**config.mk**
```make
export PLATFORM = sky130hd
export DESIGN_NAME = mul_operand_loader_flat
export DESIGN_NICKNAME = d
export VERILOG_FILES = /design/src/rtl/mul_operand_loader_if.sv /design/src/rtl/mul_operand_loader.sv /design/src/flat_wrapper.sv
export SDC_FILE = /design/constraint.sdc
export NUM_CORES = 1
export LEC_CHECK = 0
export BUFFER_PORTS_ARGS = -buffer_cell sky130_fd_sc_hd__buf_4
export CAP_MARGIN = 20
export CORE_ASPECT_RATIO = 2
export CORE_MARGIN = 8
export CORE_UTILIZATION = 55
export CTS_CLUSTER_SIZE = 8
export DETAILED_ROUTE_END_ITERATION = 16
export GPL_ROUTABILITY_DRIVEN = 1
export HOLD_SLACK_MARGIN = 0.08
export PLACE_DENSITY = 0.79
export SKIP_CTS_REPAIR_TIMING = 1
export SYNTH_ARGS = -nofsm -noshare
export SYNTH_HDL_FRONTEND = slang
export SYNTH_SLANG_ARGS = --single-unit
```
**constraint.sdc**
```tcl
create_clock -name clk -period 2 [get_ports clk]
set_input_delay 0 -clock clk [delete_from_list [all_inputs] [get_ports clk]]
set_output_delay 0 -clock clk [all_outputs]
set_load 0.1 [all_outputs]
```
**src/rtl/mul_operand_loader_if.sv**
```systemverilog
// Operand loader bus: serial framing inputs, operand handshake, status.
// master = the loader itself, slave = the environment around it.
interface mul_operand_loader_if;
  logic        frame_start;
  logic        ser_a;
  logic        ser_b;
  logic        clr_err;
  logic [15:0] op_a;
  logic [15:0] op_b;
  logic        op_valid;
  logic        op_ready;
  logic        busy;
  logic [7:0]  frame_cnt;
  logic        err_ovr;
  logic        err_par;

  modport master (
    input  frame_start, ser_a, ser_b, clr_err, op_ready,
    output op_a, op_b, op_valid, busy, frame_cnt, err_ovr, err_par
  );

  modport slave (
    output frame_start, ser_a, ser_b, clr_err, op_ready,
    input  op_a, op_b, op_valid, busy, frame_cnt, err_ovr, err_par
  );
endinterface

```
**src/rtl/mul_operand_loader.sv**
```systemverilog
// Serial operand front end: deserializes two MSB-first 16-bit streams framed
// by frame_start, commits both operands together and offers them over
// valid/ready. Optional macro PARITY_CHECK_EN adds a 17th even-parity bit per
// line; failing frames are dropped and flagged on err_par.
module mul_operand_loader (
  input  logic                      clk,
  input  logic                      rst_n,
  mul_operand_loader_if.master      bus
);

`ifdef PARITY_CHECK_EN
  typedef enum logic [1:0] {IDLE, SHIFT, PAR, HOLD} state_t;
`else
  typedef enum logic [1:0] {IDLE, SHIFT, HOLD} state_t;
`endif

  state_t      r_state, w_state;
  logic [3:0]  r_bit_cnt, w_bit_cnt;
  logic [15:0] r_sr_a, w_sr_a, r_sr_b, w_sr_b;
  logic [15:0] r_op_a, w_op_a, r_op_b, w_op_b;
  logic [7:0]  r_frame_cnt, w_frame_cnt;
  logic        r_op_valid, r_busy;
  logic        r_err_ovr, w_err_ovr, w_set_ovr;
  logic [15:0] w_sh_a, w_sh_b;
  logic        w_busy_nxt;

  assign w_sh_a = {r_sr_a[14:0], bus.ser_a};
  assign w_sh_b = {r_sr_b[14:0], bus.ser_b};

`ifdef PARITY_CHECK_EN
  logic r_err_par, w_err_par, w_set_par;
  // Even parity over 16 data bits plus the parity bit on the line.
  logic w_par_ok;
  assign w_par_ok = ~(^{r_sr_a, bus.ser_a}) & ~(^{r_sr_b, bus.ser_b});
  assign w_busy_nxt = (w_state == SHIFT) || (w_state == PAR);
`else
  assign w_busy_nxt = (w_state == SHIFT);
`endif

  // Next-state and datapath decode; set beats clear on the sticky flags.
  always_comb begin
    w_state     = r_state;
    w_bit_cnt   = r_bit_cnt;
    w_sr_a      = r_sr_a;
    w_sr_b      = r_sr_b;
    w_op_a      = r_op_a;
    w_op_b      = r_op_b;
    w_frame_cnt = r_frame_cnt;
    w_set_ovr   = 1'b0;
`ifdef PARITY_CHECK_EN
    w_set_par   = 1'b0;
`endif
    case (r_state)
      IDLE: begin
        if (bus.frame_start) begin
          w_state   = SHIFT;
          w_bit_cnt = 4'd0;
        end
      end
      SHIFT: begin
        if (bus.frame_start) begin
          // restart: partial data is simply overwritten by the new frame
          w_bit_cnt = 4'd0;
        end else begin
          w_sr_a    = w_sh_a;
          w_sr_b    = w_sh_b;
          w_bit_cnt = r_bit_cnt + 4'd1;
          if (r_bit_cnt == 4'd15) begin
`ifdef PARITY_CHECK_EN
            w_state = PAR;
`else
            w_op_a      = w_sh_a;
            w_op_b      = w_sh_b;
            w_frame_cnt = r_frame_cnt + 8'd1;
            w_state     = HOLD;
`endif
          end
        end
      end
`ifdef PARITY_CHECK_EN
      PAR: begin
        if (bus.frame_start) begin
          w_state   = SHIFT;
          w_bit_cnt = 4'd0;
        end else if (w_par_ok) begin
          w_op_a      = r_sr_a;
          w_op_b      = r_sr_b;
          w_frame_cnt = r_frame_cnt + 8'd1;
          w_state     = HOLD;
        end else begin
          w_set_par = 1'b1;
          w_state   = IDLE;
        end
      end
`endif
      HOLD: begin
        if (bus.op_ready) begin
          if (bus.frame_start) begin
            w_state   = SHIFT;
            w_bit_cnt = 4'd0;
          end else begin
            w_state = IDLE;
          end
        end else if (bus.frame_start) begin
          w_set_ovr = 1'b1;
        end
      end
      default: w_state = IDLE;
    endcase

    w_err_ovr = w_set_ovr ? 1'b1 : (bus.clr_err ? 1'b0 : r_err_ovr);
`ifdef PARITY_CHECK_EN
    w_err_par = w_set_par ? 1'b1 : (bus.clr_err ? 1'b0 : r_err_par);
`endif
  end

  // State and output registers; op_valid/busy registered from next state.
  always_ff @(posedge clk) begin
    if (!rst_n) begin
      r_state     <= IDLE;
      r_bit_cnt   <= 4'd0;
      r_sr_a      <= 16'd0;
      r_sr_b      <= 16'd0;
      r_op_a      <= 16'd0;
      r_op_b      <= 16'd0;
      r_frame_cnt <= 8'd0;
      r_op_valid  <= 1'b0;
      r_busy      <= 1'b0;
      r_err_ovr   <= 1'b0;
    end else begin
      r_state     <= w_state;
      r_bit_cnt   <= w_bit_cnt;
      r_sr_a      <= w_sr_a;
      r_sr_b      <= w_sr_b;
      r_op_a      <= w_op_a;
      r_op_b      <= w_op_b;
      r_frame_cnt <= w_frame_cnt;
      r_op_valid  <= (w_state == HOLD);
      r_busy      <= w_busy_nxt;
      r_err_ovr   <= w_err_ovr;
    end
  end

`ifdef PARITY_CHECK_EN
  // Sticky parity error flag.
  always_ff @(posedge clk) begin
    if (!rst_n) r_err_par <= 1'b0;
    else        r_err_par <= w_err_par;
  end
  assign bus.err_par = r_err_par;
`else
  assign bus.err_par = 1'b0;
`endif

  assign bus.op_a      = r_op_a;
  assign bus.op_b      = r_op_b;
  assign bus.op_valid  = r_op_valid;
  assign bus.busy      = r_busy;
  assign bus.frame_cnt = r_frame_cnt;
  assign bus.err_ovr   = r_err_ovr;

endmodule

```
**src/flat_wrapper.sv**
```systemverilog
// flat-port wrapper written by rule: the top's interface ports become plain ports
module mul_operand_loader_flat 
  (clk, rst_n, bus_frame_start, bus_ser_a, bus_ser_b, bus_clr_err, bus_op_ready, bus_op_a, bus_op_b, bus_op_valid, bus_busy, bus_frame_cnt, bus_err_ovr, bus_err_par);
  mul_operand_loader_if bus_i ();
  input  logic clk;
  input  logic rst_n;
  input wire logic [$bits(bus_i.frame_start)-1:0] bus_frame_start;
  input wire logic [$bits(bus_i.ser_a)-1:0] bus_ser_a;
  input wire logic [$bits(bus_i.ser_b)-1:0] bus_ser_b;
  input wire logic [$bits(bus_i.clr_err)-1:0] bus_clr_err;
  input wire logic [$bits(bus_i.op_ready)-1:0] bus_op_ready;
  output wire logic [$bits(bus_i.op_a)-1:0] bus_op_a;
  output wire logic [$bits(bus_i.op_b)-1:0] bus_op_b;
  output wire logic [$bits(bus_i.op_valid)-1:0] bus_op_valid;
  output wire logic [$bits(bus_i.busy)-1:0] bus_busy;
  output wire logic [$bits(bus_i.frame_cnt)-1:0] bus_frame_cnt;
  output wire logic [$bits(bus_i.err_ovr)-1:0] bus_err_ovr;
  output wire logic [$bits(bus_i.err_par)-1:0] bus_err_par;
  assign bus_i.frame_start = bus_frame_start;
  assign bus_i.ser_a = bus_ser_a;
  assign bus_i.ser_b = bus_ser_b;
  assign bus_i.clr_err = bus_clr_err;
  assign bus_i.op_ready = bus_op_ready;
  assign bus_op_a = bus_i.op_a;
  assign bus_op_b = bus_i.op_b;
  assign bus_op_valid = bus_i.op_valid;
  assign bus_busy = bus_i.busy;
  assign bus_frame_cnt = bus_i.frame_cnt;
  assign bus_err_ovr = bus_i.err_ovr;
  assign bus_err_par = bus_i.err_par;
  mul_operand_loader u_core (.clk(clk), .rst_n(rst_n), .bus(bus_i));
endmodule
```
### After elaboration in Yosys (flattened, before gate mapping)

Cells that the tools add are included.
Widths: inputs -> output; s select.

| cells by class | value |
|---|---|
| add/subtract/negate cells | 2 |
| multiply operators | 0 |
| div/mod/pow operators | 0 |
| $lt $le $gt $ge | 0 |
| equal/unequal tests | 6 |
| shifts and indexed selects | 0 |
| muxes and demuxes | 15 |
| bitwise gates (word level) | 1 |
| reduce and logical (&&, ||, !) cells | 6 |

Operators with widths:

| operator | count |
|---|---|
| $mux 4 | 3 |
| $pmux 4 s3 | 1 |
| $add 8x1->8 const B | 1 |
| $mux 2 | 4 |
| $mux 1 | 6 |
| $pmux 2 s3 | 1 |
| $add 4x1->4 const B | 1 |
| $eq 2x1->1 const B | 2 |
| $eq 2x2->1 const B | 2 |
| $eq 4x4->1 const B | 1 |
| $reduce_and 2->1 | 2 |
| $reduce_and 3->1 | 1 |
| $reduce_bool 3->1 | 1 |
| $logic_not 2->1 | 1 |
| $ne 2x2->1 const B | 1 |
| $reduce_bool 2->1 | 1 |
| $not 1->1 | 1 |

| storage, ports and cells | value |
|---|---|
| bits in registers | 79 |
| latch bits | 0 |
| memory bits (writable) | 0 |
| bits in read-only memories | 0 |
| input port bits | 7 |
| output and inout bits | 44 |
| word-level logic and storage cells | 40 |
| memories | 0 |

### Depth between registers and ports, before layout

Gate-level depths: netlist (run 1).

| depth | value |
|---|---|
| depth after elaboration | 5 |
| gate-level depth with buffers | 7 |
| mapped depth without buffers | 5 |

### Least setup slack after synthesis (run 1)

OpenSTA, ideal clock, no wires.

| timing | value |
|---|---|
| path type | register to register |
| start point | register u_core.r_frame_cnt[0] (netlist: u_core.bus.frame_cnt[0]) |
| end point | register u_core.r_frame_cnt[4] (netlist: u_core.bus.frame_cnt[4]) |
| setup time | 0.119 ns |
| arrival time | 1.852 ns |
| required time | 1.881 ns |
| slack | 0.029 ns |
| cell stages (with the launch flop) | 6 |
| path buffers | 0 |
| clock period less this slack | 1.971 ns |
| cell sequence | dfxtp_1 ha_1 inv_1 nor4_2 xnor2_1 nor2b_1 |

| between the ends | value |
|---|---|
| longest elaborated chain between the ends | 1 |

RTL lines:

| what | RTL line | source |
|---|---|---|
| from (decl) | mul_operand_loader.sv:21 | `logic [7:0] r_frame_cnt, w_frame_cnt;` |
| from (signal assigned) | mul_operand_loader.sv:137 | `r_frame_cnt <= w_frame_cnt;` |
| $add 8x1->8 | mul_operand_loader.sv:74 | `w_frame_cnt = r_frame_cnt + 8'd1;` |

Every way passes these cells.
A chain may end at the register's enable or synchronous reset.

### Worst setup path in the final report (run 1)

| timing | value |
|---|---|
| start point | register u_core.r_state[0] |
| end point | register u_core.r_frame_cnt[5] (netlist: u_core.bus.frame_cnt[5]) |

| between the ends | value |
|---|---|
| longest elaborated chain between the ends | 2 |

RTL lines:

| what | RTL line | source |
|---|---|---|
| from (decl) | mul_operand_loader.sv:17 | `state_t r_state, w_state;` |
| from (signal assigned) | mul_operand_loader.sv:131 | `r_state <= w_state;` |
| $eq 2x1->1 | mul_operand_loader.sv:53 | `case (r_state)` |
| $reduce_and 3->1 (no source line) | - |  |

Every way passes these cells.

==> results of run 1 <==
Yosys cell counts (2+ instances only):
library cell	n	area, um^2
buf_6	2	22.5
dfxtp_1	79	1580
and2_1	5	31.3
nor4_2	4	50.1
nor2_1	6	22.5
a211oi_1	2	15.0
a21boi_0	30	225
nand3_1	6	30.0
xnor2_1	6	52.6
buf_2	3	15.0
nand2_1	132	495
ha_1	2	25.0
nor2b_1	4	25.0
nand2b_1	2	12.5
clkbuf_1	17	63.8
a21oi_1	2	10.0
xor2_1	4	35.0
inv_1	2	7.51
a21boi_1	33	248
critical path, stage by stage (launching register included):
cell	delay, ns
dfxtp_1	0.42
or3b_1	0.56
nor4_2	0.37
xor2_1	0.10
and2_1	0.16
flip-flops by register name, summed over array words and instances (netlist names):
signal	count
u_core.bus.frame_cnt	8
u_core.bus.op_a	16
u_core.r_bit_cnt	4
u_core.r_sr_a	15
u_core.bus.op_b	16
u_core.bus.op_valid	1
u_core.r_sr_b	15
u_core.bus.busy	1
u_core.bus.err_ovr	1
u_core.r_state	2
worst max path at each step:
stage                     slack (ns)                                 start                                   end
after floorplan                 0.03  u_core.bus.frame_cnt[0]$_SDFFE_PN0P_  u_core.bus.frame_cnt[4]$_SDFFE_PN0P_
after global placement          0.36          u_core.r_state[0]$_SDFF_PN0_  u_core.bus.frame_cnt[7]$_SDFFE_PN0P_
after detailed placement        0.31          u_core.r_state[0]$_SDFF_PN0_  u_core.bus.frame_cnt[5]$_SDFFE_PN0P_
after CTS                       0.29          u_core.r_state[0]$_SDFF_PN0_  u_core.bus.frame_cnt[5]$_SDFFE_PN0P_
after global routing            0.20          u_core.r_state[0]$_SDFF_PN0_  u_core.bus.frame_cnt[5]$_SDFFE_PN0P_
final                           0.29          u_core.r_state[0]$_SDFF_PN0_  u_core.bus.frame_cnt[5]$_SDFFE_PN0P_
cells by family (layout without fill, tap and decap cells):
logic type | after synthesis | count (layout)
xor gates and xnor gates | 10 | 10
DFF | 79 | 79
adders and majority gates | 2 | 2
buffers and inverters | 25 | 79
and+or+nand+nor | 166 | 166
AOI/OAI and AO/OA | 72 | 72
other | 1 | 1
report_power, final:
group | internal [mW] | switching [mW]
Combinational | 0.0474 | 0.0742
Clock | 0.676 | 0.549
Sequential | 1.58 | 0.00548
placed cells by master (no fill, tap or decap):
| master | instances |
|---|---|
| a211oi_1 | 2 |
| a21bo_2 | 1 |
| a21boi_0 | 30 |
| a21boi_1 | 33 |
| a21o_1 | 1 |
| a21oi_1 | 2 |
| a22oi_1 | 1 |
| and2_1 | 5 |
| and3_1 | 1 |
| buf_12 | 1 |
| buf_4 | 55 |
| bufinv_16 | 1 |
| clkbuf_1 | 1 |
| clkbuf_8 | 12 |
| clkinv_2 | 2 |
| conb_1 | 1 |
| dfxtp_1 | 79 |
| dlygate4sd3_1 | 5 |
| ha_1 | 2 |
| inv_1 | 2 |
| nand2_1 | 132 |
| nand2b_1 | 2 |
| nand3_1 | 6 |
| nand4_1 | 1 |
| nor2_1 | 6 |
| nor2_4 | 1 |
| nor2b_1 | 4 |
| nor3_1 | 1 |
| nor3b_1 | 1 |
| nor3b_4 | 1 |
| nor4_2 | 4 |
| o21a_1 | 1 |
| o21ai_0 | 1 |
| or3b_1 | 1 |
| xnor2_1 | 6 |
| xor2_1 | 4 |
per-layer routing:
layer	share of wire (%)	routed length [um]	GRT usage [%]
met5	0	0	0
met4	2.2	138	8.72
met3	6.7	425	5.06
met2	50	3220	25.6
met1	41	2600	16.7
final cells by class:
cell class	instances	area, um^2
fill	466	1680
sequential	79	1580
multi-input combinational	251	1380
timing repair buffer	61	483
clock buffer	13	169
tap	60	75.1
clock inverter	3	40.0
inverter	2	7.51
stage by stage:
step           std cells  total power [mW]  hold slack, ns  setup slack, ns
6_report             469              2.93           0.167            0.292
4_1_cts              464              2.96          -0.116            0.289
5_1_grt              469              3.03           0.196            0.197
3_3_place_gp         448              1.73           0.268            0.355
3_5_place_dp         448              1.73           0.274            0.309
2_1_floorplan        355              1.71           0.135           0.0292
==> impl_metrics.py, run 1 <==
metrics = {
    "timing": {
        "finalSetupViolCount": 0,
        "finalCritPeriodShare_pct": 85.4,
        "fmax_mhz": 585,
        "hold_viol": 0,
        "relSlewSlack_pct": 62.2,
        "drv_slew": 0,
        "finClkSkew_ns": 0.00730,
        "rsz0062_at_grt": "no",
        "setup_tns_ns": 0,
        "worst_slew_pin_slew_ns": 0.567,
        "period_minus_slack_ns": 1.71,
    },
    "synthesis": {
        "seq_area_frac_synth_pct": 51.4,
        "synth-edff-count": 0,
        "synthesis.area_um2": 3070,
        "synthMuxAreaShare_pct": 0,
        "synth.net_count": 364,
        "synth_cell_types": 33,
        "synth.avg_cell_area_um2": 8.66,
        "synth_seq_cells": 79,
        "synthXorXnorAreaFrac_pct": 2.85,
        "synth-async-reset-ratio_pct": 0,
        "synthAdderAreaFrac_pct": 0.814,
        "synth-simple-area-share_pct": 23.6,
        "synth_top_family_by_area": "simple AND/OR/NAND/NOR gates",
        "synth_compound_area_share_pct": 17.4,
        "ys_warn_count": 0,
        "synthCells": 355,
        "synth_ff_type": "dfxtp_1",
    },
    "critical_path": {
        "critPathKind": "reg2reg",
        "rr_worst_depth": 4,
        "startpoint_type": "register",
        "end_kind": "register",
        "rrSetupSlack_ns": 0.29,
        "cp_max_fo": 8,
        "crit_arrival_ns": 1.96,
        "r2r-end": "u_core.bus.frame_cnt[5]$_SDFFE_PN0P_",
        "reg2reg_from": "u_core.r_state[0]$_SDFF_PN0_",
        "crit_required_ns": 2.25,
    },
    "grt": {
        "grt_pass1_wl_um": 10200,
        "gr-total-overflow": 0,
        "antenna_found_initial": 0,
        "grt_max_degree": 76,
        "grt_pass1_vias": 2365,
        "grt_usage_pct": 15.6,
    },
    "clock_tree": {
        "root_buffer": "clkbuf_8",
        "clk_pin_slew_ns": 0.08,
        "clock_path_buffers": 2,
        "cts_max_level": 3,
        "insertion_delay_ns": 0.35,
        "cts_sinks": 79,
        "cts_made_buffers": 9,
        "cts_tree": "built",
    },
    "routing": {
        "num_vias": 2464,
        "routed_via_density": 5.25,
        "route.detailed.drc": 0,
        "wirelength_um": 6380,
        "detail_route.wl_per_cell_um": 13.6,
        "drt-initial-drc-count": 172,
        "postRouteAntennaNets": 0,
        "firstDrtPassIters": 4,
    },
    "die": {
        "start_util_pct": 56.7,
        "ios": 51,
        "fp.dieW_um": 68.9,
        "num_rows": 38,
        "core_area_um2": 5420,
        "die-area_um2": 8380,
        "chipHeight_um": 122,
    },
    "cells_and_area": {
        "finalInstanceArea_um2": 3740,
        "fin_nets": 413,
        "utilization_pct": 69.0,
        "antenna_cells": 0,
        "layout-drive-gt1-share_pct": 19.1,
        "syn2layout_area_growth_pct": 21.6,
    },
    "worst_hold_path": {
        "worst_hold_path_type": "in2reg",
        "hold_depth": 2,
        "hold_path_end": "u_core.bus.err_ovr$_SDFFE_PN0P_",
        "min-delay-start": "rst_n",
    },
    "flow_run": {
        "maxCapViolCount": 0,
    },
    "placement": {
        "globalplace.congestion": 0.790,
        "port_buffers": 49,
        "place_hpwl_um": 4160,
        "dpl_cell_area_um2": 3480,
    },
    "power": {
        "irDropWorstVdd_mv": 0.882,
        "leakage_nw": 1.40,
        "powerDensity_nw_per_um2": 784,
    },
    "run_status": {
        "status": "completed",
    },
}
Note: power is estimated with default switching activity, not from simulation.
==> run 2, diff against run 1 <==
--- a/config.mk
+++ b/config.mk
@@ -10,6 +10,7 @@
 export CORE_ASPECT_RATIO = 2
 export CORE_MARGIN = 8
 export CORE_UTILIZATION = 55
+export CTS_BUF_LIST = sky130_fd_sc_hd__clkbuf_8
 export CTS_CLUSTER_SIZE = 8
 export DETAILED_ROUTE_END_ITERATION = 16
 export GPL_ROUTABILITY_DRIVEN = 1
==> run 2 against run 1 <==
- combinational power is essentially flat
- sequential share of layout area is the same
- highest routed layer unchanged
- clock-buffer cell count shrank 1
- clock power is essentially flat
- critical path type unchanged
==> impl_metrics.py, run 2 (synthesis gave the netlist of run 1 again) <==
metrics = {
    "timing": {
        "rsz0062_at_grt": "no",
        "finalCritPeriodShare_pct": 85.4,
        "hold_viol": 0,
        "setup_tns_ns": 0,
        "period_minus_slack_ns": 1.71,
        "finClkSkew_ns": 0.00731,
        "finalSetupViolCount": 0,
        "drv_slew": 0,
        "worst_slew_pin_slew_ns": 0.567,
        "fmax_mhz": 585,
        "relSlewSlack_pct": 62.2,
    },
    "critical_path": {
        "startpoint_type": "register",
        "crit_required_ns": 2.25,
        "critPathKind": "reg2reg",
        "cp_max_fo": 8,
        "rrSetupSlack_ns": 0.29,
        "end_kind": "register",
        "crit_arrival_ns": 1.96,
    },
    "placement": {
        "place_hpwl_um": 4160,
        "port_buffers": 49,
        "globalplace.congestion": 0.790,
    },
    "die": {
        "chipHeight_um": 122,
        "fp.dieW_um": 68.9,
        "num_rows": 38,
        "ios": 51,
        "core_area_um2": 5420,
        "die-area_um2": 8380,
        "start_util_pct": 56.7,
    },
    "run_status": {
        "status": "completed",
    },
    "routing": {
        "wirelength_um": 6380,
        "route.detailed.drc": 0,
        "drt-initial-drc-count": 171,
        "postRouteAntennaNets": 0,
        "firstDrtPassIters": 4,
        "num_vias": 2461,
        "detail_route.wl_per_cell_um": 13.6,
        "routed_via_density": 5.25,
    },
    "power": {
        "leakage_nw": 1.41,
        "power_mw": 2.93,
        "powerDensity_nw_per_um2": 783,
        "irDropWorstVdd_mv": 0.877,
    },
    "grt": {
        "grt_max_degree": 76,
        "grt_usage_pct": 15.6,
        "gr-total-overflow": 0,
        "antenna_found_initial": 0,
        "grt_pass1_wl_um": 10200,
        "grt_pass1_vias": 2365,
    },
    "clock_tree": {
        "clock_path_buffers": 2,
        "cts_sinks": 79,
        "insertion_delay_ns": 0.35,
        "cts_made_buffers": 9,
        "root_buffer": "clkbuf_8",
        "cts_max_level": 3,
        "clk_pin_slew_ns": 0.08,
        "cts_tree": "built",
    },
    "cells_and_area": {
        "final_common_cell": "nand2_1",
        "fin_nets": 413,
        "syn2layout_area_growth_pct": 21.6,
        "final_cell_mix": "nand2_1 (132), dfxtp_1 (79), buf_4 (55)",
        "layout-drive-gt1-share_pct": 19.1,
        "fillers": 466,
        "antenna_cells": 0,
    },
    "flow_run": {
        "maxCapViolCount": 0,
    },
    "worst_hold_path": {
        "worst_hold_path_type": "in2reg",
    },
}
run 2: cell count changes in the layout (fill, tap and decap cells not counted):
cell,delta
inv_1,+1
clkbuf_1,-1
run 2: power breakdown:
| group | leakage [nW] | switching, mW | internal [mW] |
|---|---|---|---|
| Clock | 0.114 | 0.551 | 0.671 |
| Combinational | 0.655 | 0.0743 | 0.0474 |
| Sequential | 0.637 | 0.00548 | 1.58 |
| Total | 1.41 | 0.630 | 2.30 |
run 2: critical path, stage by stage, from the launching register on:
cell and delay, ns:
dfxtp_1 0.42, or3b_1 0.56, nor4_2 0.37, xor2_1 0.10
and2_1 0.16
run 2: final cells by class:
| type | count | area [um^2] | area share [%] |
|---|---|---|---|
| Clock buffer | 12 | 165 | 4.42 |
| Clock inverter | 4 | 43.8 | 1.17 |
| Inverter | 2 | 7.51 | 0.201 |
| Multi-Input combinational cell | 251 | 1380 | 37.0 |
| Sequential cell | 79 | 1580 | 42.3 |
| Tap cell | 60 | 75.1 | 2.01 |
| Timing Repair Buffer | 61 | 483 | 12.9 |
run 2: routing by layer:
layer | part of all wire, % | GRT usage (%) | wire (um)
met1 | 41 | 16.7 | 2650
met2 | 50 | 25.6 | 3200
met3 | 6.3 | 5.06 | 399
met4 | 2.2 | 8.72 | 138
met5 | 0 | 0 | 0
run 2: through the flow:
stage | std cells | util [%] | setup WS (ns) | area, um^2 | hold WS [ns]
2_1_floorplan | 355 | - | 0.0292 | 3070 | 0.135
3_3_place_gp | 448 | 64.2 | 0.355 | 3480 | 0.268
3_5_place_dp | 448 | 64.2 | 0.309 | 3480 | 0.274
4_1_cts | 464 | 68.1 | 0.289 | 3690 | -0.116
5_1_grt | 469 | 69.0 | 0.197 | 3740 | 0.196
6_report | 469 | 69.0 | 0.292 | 3740 | 0.166
run 2: final timing paths:
check	startpoint	endpoint	cells after the start
max reg2reg	u_core.r_state[0]$_SDFF_PN0_	u_core.bus.frame_cnt[5]$_SDFFE_PN0P_	4
min reg2reg	u_core.bus.op_a[1]$_SDFFE_PN0P_	u_core.bus.op_a[1]$_SDFFE_PN0P_	2
min	rst_n	u_core.bus.err_ovr$_SDFFE_PN0P_	2
max	u_core.r_state[0]$_SDFF_PN0_	u_core.bus.frame_cnt[5]$_SDFFE_PN0P_	4
==> run 3, diff against run 2 <==
--- a/config.mk
+++ b/config.mk
@@ -8,7 +8,6 @@
 export BUFFER_PORTS_ARGS = -buffer_cell sky130_fd_sc_hd__buf_4
 export CAP_MARGIN = 20
 export CORE_ASPECT_RATIO = 2
-export CORE_MARGIN = 8
 export CORE_UTILIZATION = 55
 export CTS_BUF_LIST = sky130_fd_sc_hd__clkbuf_8
 export CTS_CLUSTER_SIZE = 8
==> run 3 against run 2 <==
- global-route usage up 6.9 points
- largest cell class unchanged
- sequential cell count unchanged
- core utilization is 0.28 points lower
- wire length is 7.9% lower
- critical path depth unchanged
- via count is 1.0% lower
- maximum frequency grew 1.2%
- design area is 0.40% lower
- first-iteration DRC count decreased by 68%
- highest routed layer unchanged
==> impl_metrics.py, run 3 (synthesis gave the netlist of run 1 again) <==
metrics = {
    "run_status": {
        "status": "completed",
    },
    "die": {
        "num_rows": 38,
        "die-area_um2": 5910,
        "chipHeight_um": 108,
        "fp.dieW_um": 54.9,
        "start_util_pct": 56.7,
        "ios": 51,
        "core_area_um2": 5420,
    },
    "cells_and_area": {
        "layout-drive-gt1-share_pct": 18.7,
        "final_common_cell": "nand2_1",
        "final_cell_mix": "nand2_1 (132), dfxtp_1 (79), buf_4 (53)",
        "syn2layout_area_growth_pct": 21.1,
        "fin_cells": 467,
        "antenna_cells": 0,
        "fin_nets": 411,
        "fillers": 493,
    },
    "routing": {
        "drt-initial-drc-count": 54,
        "routed_via_density": 5.22,
        "firstDrtPassIters": 4,
        "wirelength_um": 5880,
        "num_vias": 2436,
        "postRouteAntennaNets": 0,
        "detail_route.wl_per_cell_um": 12.6,
        "route.detailed.drc": 0,
    },
    "critical_path": {
        "rrSetupSlack_ns": 0.31,
        "crit_required_ns": 2.25,
        "cp_max_fo": 7,
        "startpoint_type": "register",
        "end_kind": "register",
        "reg2reg_from": "u_core.r_state[0]$_SDFF_PN0_",
        "critPathKind": "reg2reg",
        "rr_worst_depth": 4,
        "r2r-end": "u_core.bus.frame_cnt[5]$_SDFFE_PN0P_",
        "crit_arrival_ns": 1.93,
    },
    "timing": {
        "period_minus_slack_ns": 1.69,
        "finalCritPeriodShare_pct": 84.4,
        "holdWs_ns": 0.166,
        "hold_viol": 0,
        "worst_slew_pin_slew_ns": 0.562,
        "drv_slew": 0,
        "fmax_mhz": 593,
        "relSlewSlack_pct": 62.6,
        "finClkSkew_ns": 0.00604,
        "rsz0062_at_grt": "no",
        "setup_tns_ns": 0,
        "finalSetupViolCount": 0,
        "fin_ws_ns": 0.313,
    },
    "clock_tree": {
        "clock_path_buffers": 2,
        "insertion_delay_ns": 0.35,
        "cts_tree": "built",
        "cts_sinks": 79,
        "clk_pin_slew_ns": 0.08,
        "root_buffer": "clkbuf_8",
        "cts_made_buffers": 9,
        "cts_max_level": 3,
    },
    "worst_hold_path": {
        "min-delay-start": "rst_n",
        "worst_hold_path_type": "in2reg",
        "hold_path_end": "u_core.bus.err_ovr$_SDFFE_PN0P_",
        "hold_depth": 2,
    },
    "placement": {
        "placed_cells": 446,
        "globalplace.congestion": 0.788,
        "port_buffers": 49,
        "place_hpwl_um": 3820,
        "post-place-ws_ns": 0.340,
    },
    "grt": {
        "grt_pass1_vias": 2290,
        "grt_pass1_wl_um": 9520,
        "gr-total-overflow": 0,
        "grt_max_degree": 76,
        "grt_usage_pct": 22.5,
        "antenna_found_initial": 0,
    },
    "power": {
        "power_mw": 2.92,
        "irDropWorstVdd_mv": 0.641,
        "powerDensity_nw_per_um2": 783,
        "leakage_nw": 1.40,
    },
    "flow_run": {
        "maxCapViolCount": 0,
    },
}
run 3: changes by cell type in the layout (fill, tap and decap cells not counted), sizes merged:
cell  previous run  this run
buf             56        54
run 3: through the flow:
stage | instance area [um^2] | utilization (%)
6_report | 3720 | 68.7
5_1_grt | 3720 | 68.7
4_1_cts | 3670 | 67.8
3_5_place_dp | 3460 | 63.9
3_3_place_gp | 3460 | 63.9
2_1_floorplan | 3070 | -
run 3: how the worst max path moves through the flow:
stage	startpoint	endpoint	slack, ns	depth (start not counted)
CTS	u_core.r_state[0]$_SDFF_PN0_	u_core.bus.frame_cnt[5]$_SDFFE_PN0P_	0.32	4
finish	u_core.r_state[0]$_SDFF_PN0_	u_core.bus.frame_cnt[5]$_SDFFE_PN0P_	0.31	4
global placement	u_core.r_state[1]$_SDFF_PN0_	u_core.bus.frame_cnt[7]$_SDFFE_PN0P_	0.38	4
floorplan	u_core.bus.frame_cnt[0]$_SDFFE_PN0P_	u_core.bus.frame_cnt[4]$_SDFFE_PN0P_	0.03	5
global route	u_core.r_state[0]$_SDFF_PN0_	u_core.bus.frame_cnt[5]$_SDFFE_PN0P_	0.22	4
detailed placement	u_core.r_state[1]$_SDFF_PN0_	u_core.bus.frame_cnt[5]$_SDFFE_PN0P_	0.34	4
run 3: metal layers:
metal | vias to the layer above | part of all wire [%] | track usage, %
met2 | 53 | 54 | 39.4
met1 | 1130 | 40 | 21.8
met4 | 0 | 2.2 | 11.4
li1 | 1239 | - | -
met3 | 14 | 4.3 | 7.06
met5 | - | 0 | 0
run 3: where the power goes:
group	switching (mW)	internal, mW	leakage, nW
logic	0.0735	0.0461	0.645
clock network	0.543	0.670	0.114
registers	0.00585	1.58	0.637
run 3: final cells by class:
class                      count  area (um^2)  area share (%)
multi-input combinational    251         1380            37.1
clock buffer                  12          165            4.44
timing repair buffer          59          468            12.6
inverter                       2         7.51           0.202
tap                           60         75.1            2.02
sequential                    79         1580            42.5
clock inverter                 4         43.8            1.18
run 3: worst max-delay path, stage by stage (launching register included):
cell and delay, ns:
dfxtp_1 0.43, or3b_1 0.53, nor4_2 0.36, xor2_1 0.09
and2_1 0.17
